--- src/rtl/r4_booth_seq_mult.sv ---
// ---------------------------------------------------------------------------
// r4_booth_seq_mult
//   Iterative radix-4 Booth multiplier. One Booth digit is retired per clock,
//   so a WIDTH x WIDTH signed product takes WIDTH/2 BUSY cycles. Operands are
//   accepted with a valid/ready handshake, and the product is delivered with one.
//
//   Optional build macro: R4MUL_UNSIGNED_EN. When defined, a tc input is added.
//   tc=1 gives signed operation. tc=0 zero-extends both operands and adds one
//   extra digit, so the product is unsigned.
//
// Ports
//   clk       rising-edge clock
//   rst       synchronous active-high reset
//   in_valid  operands valid
//   in_ready  block can accept operands (IDLE)
//   x, y      multiplicand / multiplier, two's complement
//   tc        (R4MUL_UNSIGNED_EN only) 1 = signed, 0 = unsigned, sampled on accept
//   out_valid product valid (DONE)
//   out_ready consumer accepts product
//   p         2*WIDTH-bit product, meaningful only while out_valid=1
//   busy      high while digits are being retired
// ---------------------------------------------------------------------------
module r4_booth_seq_mult #(
  parameter  int WIDTH = 24,
  localparam int CNT_W = $clog2(WIDTH/2+2)
) (
  input  logic               clk,
  input  logic               rst,
  input  logic               in_valid,
  output logic               in_ready,
  input  logic [WIDTH-1:0]   x,
  input  logic [WIDTH-1:0]   y,
`ifdef R4MUL_UNSIGNED_EN
  input  logic               tc,
`endif
  output logic               out_valid,
  input  logic               out_ready,
  output logic [2*WIDTH-1:0] p,
  output logic               busy
);

  if ((WIDTH % 2) != 0 || WIDTH < 4) begin : g_width_chk
    $error("r4_booth_seq_mult: WIDTH must be even and >= 4");
  end

  // The high half has two guard bits, so +-2x and the running sum never overflow.
  localparam int HI_W  = WIDTH + 2;
`ifdef R4MUL_UNSIGNED_EN
  // The multiplier is extended by two bits so that the extra unsigned digit sees
  // (0, 0, y[WIDTH-1]).
  localparam int LO_W  = WIDTH + 2;
`else
  localparam int LO_W  = WIDTH;
`endif
  localparam int CAT_W = HI_W + LO_W;

  typedef enum logic [1:0] {S_IDLE, S_BUSY, S_DONE} state_e;

  state_e               state_q, state_d;
  logic [HI_W-1:0]      xe_q, xe_d;     // extended multiplicand
  logic [HI_W-1:0]      hi_q, hi_d;     // accumulator high part
  logic [LO_W-1:0]      lo_q, lo_d;     // multiplier bits out, product bits in
  logic                 ym1_q, ym1_d;   // y[2i-1]
  logic [CNT_W-1:0]     cnt_q, cnt_d;
  logic [2*WIDTH-1:0]   p_q, p_d;
`ifdef R4MUL_UNSIGNED_EN
  logic                 tc_q, tc_d;
`endif

  // Booth recoding of the current triplet.
  logic            b_sgn, b_one, b_two;
  logic [HI_W-1:0] mag, sum;
  logic [CAT_W-1:0] cat, shf;
  logic [CNT_W-1:0] last_cnt;
  logic [2*WIDTH-1:0] p_sel;
  logic            sx, sy;
  logic            unused_hi;

  assign b_sgn = lo_q[1];
  assign b_one = lo_q[0] ^ ym1_q;
  assign b_two = (lo_q[1] & ~lo_q[0] & ~ym1_q) | (~lo_q[1] & lo_q[0] & ym1_q);
  assign mag   = b_one ? xe_q : (b_two ? {xe_q[HI_W-2:0], 1'b0} : '0);
  // The negation is exact: the operand is inverted and sgn enters as carry-in.
  assign sum   = hi_q + (mag ^ {HI_W{b_sgn}}) + {{(HI_W-1){1'b0}}, b_sgn};
  assign cat   = {sum, lo_q};
  assign shf   = $signed(cat) >>> 2;

`ifdef R4MUL_UNSIGNED_EN
  assign sx       = tc & x[WIDTH-1];
  assign sy       = tc & y[WIDTH-1];
  assign last_cnt = tc_q ? CNT_W'(WIDTH/2-1) : CNT_W'(WIDTH/2);
  // In signed mode, two leftover multiplier sign bits still sit below the product.
  assign p_sel    = tc_q ? shf[2*WIDTH+1:2] : shf[2*WIDTH-1:0];
  assign unused_hi = ^shf[CAT_W-1:2*WIDTH+2];
`else
  assign sx       = x[WIDTH-1];
  assign sy       = y[WIDTH-1];
  assign last_cnt = CNT_W'(WIDTH/2-1);
  assign p_sel    = shf[2*WIDTH-1:0];
  assign unused_hi = ^{sy, shf[CAT_W-1:2*WIDTH]};
`endif

  always_comb begin
    state_d = state_q;
    xe_d    = xe_q;
    hi_d    = hi_q;
    lo_d    = lo_q;
    ym1_d   = ym1_q;
    cnt_d   = cnt_q;
    p_d     = p_q;
`ifdef R4MUL_UNSIGNED_EN
    tc_d    = tc_q;
`endif
    case (state_q)
      S_IDLE: begin
        if (in_valid) begin
          xe_d    = {{2{sx}}, x};
`ifdef R4MUL_UNSIGNED_EN
          lo_d    = {{2{sy}}, y};
          tc_d    = tc;
`else
          lo_d    = y;
`endif
          hi_d    = '0;
          ym1_d   = 1'b0;
          cnt_d   = '0;
          state_d = S_BUSY;
        end
      end
      S_BUSY: begin
        hi_d  = shf[CAT_W-1:LO_W];
        lo_d  = shf[LO_W-1:0];
        ym1_d = lo_q[1];
        cnt_d = cnt_q + 1'b1;
        if (cnt_q == last_cnt) begin
          p_d     = p_sel;
          state_d = S_DONE;
        end
      end
      S_DONE: begin
        if (out_ready) state_d = S_IDLE;
      end
      default: state_d = S_IDLE;
    endcase
  end

  always_ff @(posedge clk) begin
    if (rst) begin
      state_q <= S_IDLE;
      xe_q    <= '0;
      hi_q    <= '0;
      lo_q    <= '0;
      ym1_q   <= 1'b0;
      cnt_q   <= '0;
      p_q     <= '0;
`ifdef R4MUL_UNSIGNED_EN
      tc_q    <= 1'b1;
`endif
    end else begin
      state_q <= state_d;
      xe_q    <= xe_d;
      hi_q    <= hi_d;
      lo_q    <= lo_d;
      ym1_q   <= ym1_d;
      cnt_q   <= cnt_d;
      p_q     <= p_d;
`ifdef R4MUL_UNSIGNED_EN
      tc_q    <= tc_d;
`endif
    end
  end

  assign in_ready  = (state_q == S_IDLE);
  assign busy      = (state_q == S_BUSY);
  assign out_valid = (state_q == S_DONE);
  assign p         = p_q;

endmodule

--- config.mk ---
export PLATFORM = sky130hd
export DESIGN_NAME = r4_booth_seq_mult
export DESIGN_NICKNAME = d
export VERILOG_FILES = /design/src/rtl/r4_booth_seq_mult.sv
export SDC_FILE = /design/constraint.sdc
export NUM_CORES = 1
export LEC_CHECK = 0
export CORE_MARGIN = 4
export CORE_UTILIZATION = 50
export CTS_CLUSTER_DIAMETER = 50
export DETAILED_ROUTE_END_ITERATION = 12
export HOLD_SLACK_MARGIN = 0.06
export PLACE_DENSITY = 0.82
export SETUP_SLACK_MARGIN = 0.5
export SYNTH_ARGS = -nofsm -noshare
export SYNTH_HDL_FRONTEND = slang
export SYNTH_SLANG_ARGS = --single-unit
--- constraint.sdc ---
create_clock -name clk -period 5 [get_ports clk]
set_clock_uncertainty 0.1 [all_clocks]
set_input_delay 0.5 -clock clk [delete_from_list [all_inputs] [get_ports clk]]
set_output_delay 0.5 -clock clk [all_outputs]
set_load 0.005 [all_outputs]
Word level (Yosys, flattened, before mapping)
Index checks and enable logic that the tools add are counted.
- $add $sub $neg: 3
- equality and inequality tests: 6
- muxes and demuxes: 14
- bitwise gates (word level): 10
- reductions and logical operators: 6
- operators by type and width (operator ; number):
    two-way mux 26 bit ; 3
    case mux 26 bit (2 select lines) ; 1
    case mux 24 bit (2 select lines) ; 1
    adder 26 x 1 -> 26 bit ; 1
    adder 26 bit ; 1
    bitwise XOR 26 bit ; 1
    two-way mux 24 bit ; 1
    case mux 4 bit (2 select lines) ; 1
    two-way mux 2 bit ; 3
    case mux 2 bit (3 select lines) ; 1
    AND reduction 2 bit ; 3
    adder 4 x 1 -> 4 bit, second input constant ; 1
    bitwise AND 1 bit ; 4
    equality test 4 bit, second input constant ; 1
    two-way mux 4 bit ; 1
    inequality test 2 x 1 -> 1 bit, second input constant ; 2
    inverter 1 bit ; 3
    AND reduction 3 bit ; 1
    equality test 2 x 1 -> 1 bit, second input constant ; 1
    equality test 2 bit, second input constant ; 1
    logical NOT 2 bit ; 1
    inequality test 2 bit, second input constant ; 1
    case mux 1 bit (2 select lines) ; 1
    nonzero test 2 bit ; 1
    other kinds (3) ; 3
- flip-flop bits (word level): 129
- bits of input ports: 52
- output and inout bits: 51
- word-level logic and storage cells: 46

Longest topological paths before layout
Gate-level depths: netlist of the first run.
- depth in word-level cells: 10
- gate-level depth with buffers: 16
- gate-level depth less buffers: 14

Worst setup path after synthesis of the first run
Ideal clock, no wire load.
- kind: register -> register
- from: register lo_q[0]
- to: register p_q[40] (netlist: p[40])
- data arrival time: 3360 ps
- data required time: 4814 ps
- path slack: 1455 ps
- cell stages (with the launch flop): 16
- path buffers: 2
- period minus slack after synthesis: 3545 ps
- cells stage by stage: dfxtp_1 -> clkbuf_1 -> and2_1 -> clkbuf_1 -> a21oi_1 -> o22ai_1 -> a21oi_1 -> ha_1 -> a211oi_2 -> o21ai_0 -> a32o_1 -> a21o_2 -> a2111oi_0 -> nor2_1 -> xnor2_1 -> a211oi_1
- word-level cells in the longest chain between the ends: 9
- ends and longest elaborated chain (element ; line ; text):
    start: declaration ; 62 ; logic [LO_W-1:0] lo_q, lo_d;
    start signal: assignment ; 163 ; lo_q <= lo_d;
    inverter 1 bit ; 81 ; assign b_two = (lo_q[1] & ~lo_q[0] & ~ym1_q) | (~lo_q[1] & lo_q[0] & ym1_q);
    bitwise AND 1 bit (2 in series) ; 81 ;
    OR 1 bit ; 81 ;
    two-way mux 26 bit ; 82 ; assign mag = b_one ? xe_q : (b_two ? {xe_q[HI_W-2:0], 1'b0} : '0);
    two-way mux 26 bit * ; 82 ;
    bitwise XOR 26 bit * ; 84 ; assign sum = hi_q + (mag ^ {HI_W{b_sgn}}) + {{(HI_W-1){1'b0}}, b_sgn};
    adder 26 bit * ; 84 ;
    adder 26 x 1 -> 26 bit * ; 84 ;
    end signal: assignment ; 166 ; p_q <= p_d;
    end: declaration ; 65 ; logic [2*WIDTH-1:0] p_q, p_d;
Every way passes the cells marked *; elsewhere a longest branch is shown, timed or not.
A chain may end at the register's enable or synchronous reset.

Worst setup path in the final report of the first run
- from: register lo_q[1]
- to: register p_q[40] (netlist: p[40])
- word-level cells in the longest chain between the ends: 9
- ends and longest elaborated chain (element ; line):
    inverter 1 bit ; 81
    bitwise AND 1 bit (2 in series) ; 81
    OR 1 bit ; 81
    two-way mux 26 bit (2 in series) ; 82
    bitwise XOR 26 bit ; 84
    adder 26 bit ; 84
    adder 26 x 1 -> 26 bit * ; 84
Marked as above.

==> summary.md, run 1 <==
| Metric | Value |
|---|---|
| DR vias/cell | 5.802 |
| Fin. Hold Viols | 0 |
| VDD IR max | 300.1 uV |
| Min cycle time layout | 4.091 ns |
| Most used DFF post-synth | dfxtp_1 |
| Clk buf depth | 2 |
| Antenna-violating nets left | 0 |
| Slew headroom | 31.29% |
| CP Max Fanout | 21 |
| Max-cap viol count | 0 |
| Initial core utilization | 50.81% |
| GRT Util Overall | 23.83% |
| CORE AREA | 13830 um^2 |
| Power per cell area | 328.4 nW/um^2 |
| Routed Wire Length | 19660 um |
| Drt wl/cell | 16.35 um |
| CP Launch Type | flop |
| Drt drc | 0 |
| Worst EP required | 5.23 ns |
| Final Wtd Congestion | 0.9595 |
| Syn avg cell area | 7.411 um^2 |
| Row cnt | 43 |
| Diodes inserted | 0 |
| Post-CTS Setup Bufs | 0 |
| Initial drt markers | 646 |
| Initial antenna violation count | 0 |
| Sinks on Clock Net | 127 |
| Synth warn | 0 |
| Commonest non-fill, non-tap cell in the layout | nand2_1 |
| DP HPWL | 13070 um |
| Fin Setup TNS | 0 ns |
| FF+latch area | 2544 um^2 |
| Die area | 16010 um^2 |
| Worst-path clk slew | 0.06 ns |
| Area of the multi-input gates | 4140 um^2 |
| Worst skew pair latency | 0.42 ns |
| Achievable Freq | 0.2444 GHz |
| # hold bufs at CTS | 0 |
| CTS tree | yes |
| Final setup viols | 0 |
| Setup WS pre-CTS | 1.046 ns |
| Mapped Cells | 948 |
| Worst Setup End Kind | flop |
| Hold Crit Class | primary input to flop |
| Post-synthesis sequential area ratio | 36.19% |
| Max-slew violation count | 0 |
| First-pass GRT wire length | 31490 um |
| RSZ-0062 raised after global routing | no |
| 1st-pass router iterations | 5 |
| Final period utilization | 81.82% |
| Mapped Area | 7025 um^2 |
| Via count | 6974 |
| Nets | 1088 |
| Die W | 126.5 um |
| Data arrival, critical path | 4.32 ns |
| Final WS setup | 0.9091 ns |
| Fill count | 1161 |
| Yosys cell types | 56 |
| Worst Max-Slew Pin Slew | 1.031 ns |
| Post-CTS Resized | 0 |
| H-Tree Depth | 4 |
| PortBufs | 102 |
| #FFs+latches synth | 127 |
| Number of synthesized flops with an enable pin | 0 |
| Status | complete, no violations |
| CP Class | flop to flop |
| Async set or reset register ratio after synthesis | 0% |
| Die Height | 126.5 um |
| Vias in the first global route | 6388 |
| Commonest cells after routing, fill and taps aside | 221 x nand2_1, 139 x a21oi_1, 126 x dfxtp_1, 101 x clkdlybuf4s50_1, 60 x nor2_1 |
| Layout cell share with drive strength beyond 1 | 5.871% |
| Syn nets | 1027 |
| Root Buffer | clkbuf_16 |
| Area growth from synthesis to layout | 24.19% |
| Lkg Pwr | 0.003170 uW |
| Grt total ovfl | 0 |
| Io pins | 103 |
| Cts bufs inserted | 17 |
| Largest net degree at the start of global routing | 99 |
## layer usage
metal | up-vias | GRT usage (%) | share of wire [%]
met5 | - | 0 | 0
met4 | 0 | 9.085 | 3.0
met3 | 42 | 4.589 | 6.6
met2 | 264 | 38.08 | 46
met1 | 3226 | 31.97 | 45
li1 | 3442 | - | -
## synth_stat cells (all sizes together), types with 2 or more instances
library cell	number	share of area (%)
and3	3	0.27
nand2b	5	0.45
a21oi	140	10
nand2	222	12
o21bai	4	0.43
nand4	6	0.53
o21a	3	0.32
xnor2	18	2.4
a211oi	9	1.0
nor2b	24	2.1
a221oi	3	0.37
o22ai	21	1.9
buf	11	0.82
o21ai	47	3.3
ha	26	4.6
or3	2	0.18
clkbuf	62	3.3
dfxtp	127	36
nand3	19	1.4
nor3	8	0.57
nor2	60	3.2
a311oi	23	2.9
xor2	7	0.87
maj3	21	3.0
or2	2	0.18
a32o	2	0.28
a21o	8	0.87
mux2i	2	0.28
a31oi	11	0.98
and2	5	0.45
a2111oi	3	0.37
inv	17	0.91
a22o	11	1.4
a21boi	2	0.21
## critical path: stages (launching register included)
cell	delay (ns)
dfxtp_1	0.56
and2_1	0.69
a21oi_1	0.15
o22ai_1	0.15
a21oi_1	0.07
ha_1	0.41
a211oi_2	0.27
o21ai_0	0.14
a32o_1	0.22
a21o_2	0.24
a2111oi_0	0.50
nor2_1	0.12
xnor2_1	0.16
a211oi_1	0.22
## logic make-up (layout without fill, tap and decap cells)
kind of cell | count (synthesis) | in the layout | synth area share [%]
and+or+nand+nor | 361 | 361 | 21.76
muxes | 3 | 3 | 0.4452
xor gates and xnor gates | 25 | 25 | 3.224
DFF | 127 | 127 | 36.19
adders and majority gates | 48 | 48 | 7.907
AOI/OAI and AO/OA | 294 | 294 | 25.41
buffers and inverters | 90 | 164 | 5.058
## state kept, by name, indices dropped and copies added (netlist names)
| register | flops |
|---|---|
| lo_q | 24 |
| p | 48 |
| state_q | 2 |
| xe_q | 24 |
| cnt_q | 4 |
| hi_q | 24 |
| ym1_q | 1 |
## worst paths after layout
kind | start | endpoint | slack (ns) | depth (start not counted)
max reg2reg | lo_q[1] | p[40] | 0.91 | 13
min reg2reg | p[10] | p[10] | 0.35 | 2
min | rst | xe_q[7] | 0.32 | 2
max | lo_q[1] | p[40] | 0.91 | 13
## where the power goes
| group | total, uW | switching (uW) | internal [uW] |
|---|---|---|---|
| logic | 438 | 264 | 173 |
| registers | 1100 | 47.4 | 1050 |
| clock network | 1330 | 485 | 841 |
| total | 2870 | 797 | 2070 |
## final cells by class
class / count / area share [%]
inverters: 17 / 0.7314
multi-input cells: 731 / 47.45
clock inverters: 15 / 2.409
well taps: 180 / 2.581
flip-flops and latches: 127 / 29.16
repair buffers: 115 / 12.79
clock buffers: 17 / 4.876
## per-stage QoR
step           hold WS (ns)  area [um^2]  instances  power [uW]  util [%]
2_1_floorplan        0.3288         7025        948        1407         -
3_3_place_gp         0.3406         8089       1170        1544     58.50
3_5_place_dp         0.3460         8089       1170        1547     58.50
4_1_cts              0.3014         8725       1202        2874     63.10
5_1_grt              0.3217         8725       1202        2973     63.10
6_report             0.3222         8725       1202        2865     63.10
No activity file was read; power rests on OpenSTA's default activity.
==> inputs of run 2 (changes only) <==
--- a/config.mk
+++ b/config.mk
@@ -10,7 +10,7 @@
 export CTS_CLUSTER_DIAMETER = 50
 export DETAILED_ROUTE_END_ITERATION = 12
 export HOLD_SLACK_MARGIN = 0.06
-export PLACE_DENSITY = 0.82
+export PLACE_DENSITY = 0.85
 export SETUP_SLACK_MARGIN = 0.5
 export SYNTH_ARGS = -nofsm -noshare
 export SYNTH_HDL_FRONTEND = slang
==> constraint.sdc (replaced) <==
create_clock -name clk -period 3.4 [get_ports clk]
set_clock_uncertainty 0.1 [all_clocks]
set_input_delay 0.34 -clock clk [delete_from_list [all_inputs] [get_ports clk]]
set_output_delay 0.34 -clock clk [all_outputs]
set_load 0.005 [all_outputs]
==> summary.md, run 2 (same netlist as run 1, synthesis figures left out) <==
| Metric | Value |
|---|---|
| Status | complete, but fails checks |
| Failing checks | setup timing |
| Die W | 126.5 um (unchanged) |
| Final period utilization | 114.7% (+33 points) |
| CORE AREA | 13830 um^2 (unchanged) |
| Commonest cells after routing, fill and taps aside | 216 x nand2_1, 125 x dfxtp_1, 103 x a21oi_1, 101 x clkdlybuf4s50_1, 76 x buf_4 |
| GRT Util Overall | 28.49% (+4.7 points) |
| Data arrival, critical path | 4.14 ns (-0.18 ns) |
| Fill count | 777 (-33%) |
| Grt total ovfl | 0 (unchanged) |
| VDD IR max | 423.9 uV (+41%) |
| Row cnt | 43 (unchanged) |
| Initial drt markers | 1173 (+82%) |
| Grt met3 use | 6.021% (+1.4 points) |
| Largest net degree at the start of global routing | 82 (-17%) |
| Die area | 16010 um^2 (unchanged) |
| Die Height | 126.5 um (unchanged) |
| Fin. Hold Viols | 0 (unchanged) |
| CP Max Fanout | 6 (-71%) |
| Start point of the critical path | lo_q[0] |
| Worst skew pair latency | 0.44 ns (+0.02 ns) |
| FF+latch area | 2547 um^2 (+0.15%) |
| Cts bufs inserted | 17 (unchanged) |
| Achievable Freq | 0.2565 GHz (+4.9%) |
| Clk buf depth | 2 (unchanged) |
| CTS tree | yes |
| CP Class | flop to flop |
| Worst Max-Slew Pin Slew | 0.9677 ns (-0.06287 ns) |
| Final hold slack | 0.3508 ns (+0.02858 ns) |
| Antenna-violating nets left | 0 (unchanged) |
| Initial antenna violation count | 0 (unchanged) |
| Drt drc | 0 (unchanged) |
| Io pins | 103 (unchanged) |
| Final setup viols | 37 (+37) |
| Nets | 1175 (+8.0%) |
| M1 GR Usage | 35.98% (+4.0 points) |
| Lkg Pwr | 0.003902 uW (+23%) |
| Sinks on Clock Net | 127 (unchanged) |
| Final WS setup | -0.4992 ns (-1.408 ns) |
| Commonest non-fill, non-tap cell in the layout | nand2_1 |
| PortBufs | 102 (unchanged) |
| Max reg flops | 48 (unchanged) |
| Drt wl/cell | 22.54 um (+38%) |
| Final Wtd Congestion | 0.9935 (+3.5%) |
| CP Launch Type | flop |
| H-Tree Depth | 4 (unchanged) |
| Setup WS pre-CTS | -0.04185 ns (-1.087 ns) |
| Area of the multi-input gates | 5140 um^2 (+24%) |
| Met2 Use GR | 46.79% (+8.7 points) |
| Reg2Reg Launch Point | lo_q[0] |
| Via count | 8536 (+22%) |
| Max-slew violation count | 0 (unchanged) |
| Worst EP required | 3.64 ns (-1.59 ns) |
| DR vias/cell | 6.622 (+14%) |
| Layout cell share with drive strength beyond 1 | 26.06% (+20 points) |
| Min cycle time layout | 3.899 ns (-0.1917 ns) |
| Hold path startpoint | x[3] |
| Power per cell area | 440.9 nW/um^2 (+34%) |
| Slew headroom | 35.26% (+4.0 points) |
| Root Buffer | clkbuf_16 |
| RSZ-0062 raised after global routing | yes |
| Area growth from synthesis to layout | 50.56% |
| Worst Setup End Kind | flop |
| Worst-path clk slew | 0.06 ns (about the same) |
| Max-cap viol count | 0 (unchanged) |
| 1st-pass router iterations | 6 (+1) |
| DP HPWL | 13450 um (+2.9%) |
| First-pass GRT wire length | 37650 um (+20%) |
| Initial core utilization | 50.81% (unchanged) |
| Routed Wire Length | 29060 um (+48%) |
| Vias in the first global route | 7375 (+15%) |
| Hold Crit Class | primary input to flop |
| Diodes inserted | 0 (unchanged) |
| Top Usage Layer GRT | met2 |
==> run 2: changes by cell type in the layout (fill, tap and decap cells not counted), moves of 12 or more <==
| cell | delta |
|---|---|
| o22ai_1 | -12 |
| buf_4 | +62 |
| a21oi_1 | -36 |
| o22ai_2 | +12 |
| o21ai_0 | -23 |
| buf_6 | +15 |
| xnor2_1 | -12 |
| a21oi_2 | +28 |
| o21ai_1 | +14 |
| ha_1 | -14 |
==> run 2: what timing repair did <==
| item | in CTS | in global routing |
|---|---|---|
| gates resized for setup | 87 | 124 |
| setup buffers | 25 | 43 |
| setup endpoints to repair | 38 | 44 |
| hold buffers | 0 | 0 |
| pin swaps | 38 | 69 |
| cloned | 4 | 1 |
==> run 2: per-stage QoR <==
stage	cell area (um^2)	setup TNS, ns	utilization (%)	cells	power (uW)
4_1_cts	9671	0	69.94	1245	4344
6_report	10580	-7.639	76.50	1289	4664
2_1_floorplan	7191	0	-	948	2095
5_1_grt	10580	-7.818	76.50	1289	4768
3_3_place_gp	8317	0	60.15	1184	2296
3_5_place_dp	8317	-0.06880	60.15	1184	2310
==> run 2: path summary, 6_finish.rpt <==
path | endpoint | slack (ns) | depth (start not counted)
max | p[32] | -0.50 | 18
max reg2reg | p[32] | -0.50 | 18
min | xe_q[3] | 0.35 | 3
min reg2reg | p[10] | 0.35 | 2
==> run 2: worst max-delay path, stage by stage, from the launching register on <==
cell and delay [ns]:
dfxtp_4 0.46, buf_12 0.14, buf_16 0.11, buf_4 0.13, nor2b_1 0.05, a21oi_1 0.24, o22ai_2 0.21, a21oi_2 0.34
ha_1 0.34, and2_4 0.20, o21ai_4 0.08, a31oi_4 0.17, buf_4 0.17, buf_4 0.16, a21boi_4 0.20, o21a_1 0.20
xnor2_2 0.16, nand2_1 0.11, a21oi_1 0.22
==> run 2: power by group <==
| group | leakage, uW | total [uW] | switching [uW] | internal [uW] |
|---|---|---|---|---|
| combinational | 0.00257 | 1090 | 602 | 488 |
| sequential | 0.00103 | 1640 | 84.5 | 1550 |
| clock | 0.000297 | 1940 | 743 | 1200 |
| total | 0.00390 | 4660 | 1430 | 3230 |
==> run 2: area by class of cell <==
cell class	instances	share of cell area (%)
timing repair buffer	202	18.77
inverter	17	0.6033
multi-input combinational	731	48.59
sequential	127	24.08
clock inverter	12	1.502
clock buffer	20	4.318
tap	180	2.129
==> run 2: routing by layer <==
metal / up-vias / part of all wire, % / routed length [um]
met5: - / 0 / 0
met4: 0 / 9.2 / 2666
met3: 288 / 10 / 2962
met2: 732 / 46 / 13350
met1: 3902 / 35 / 10090
li1: 3614 / - / -
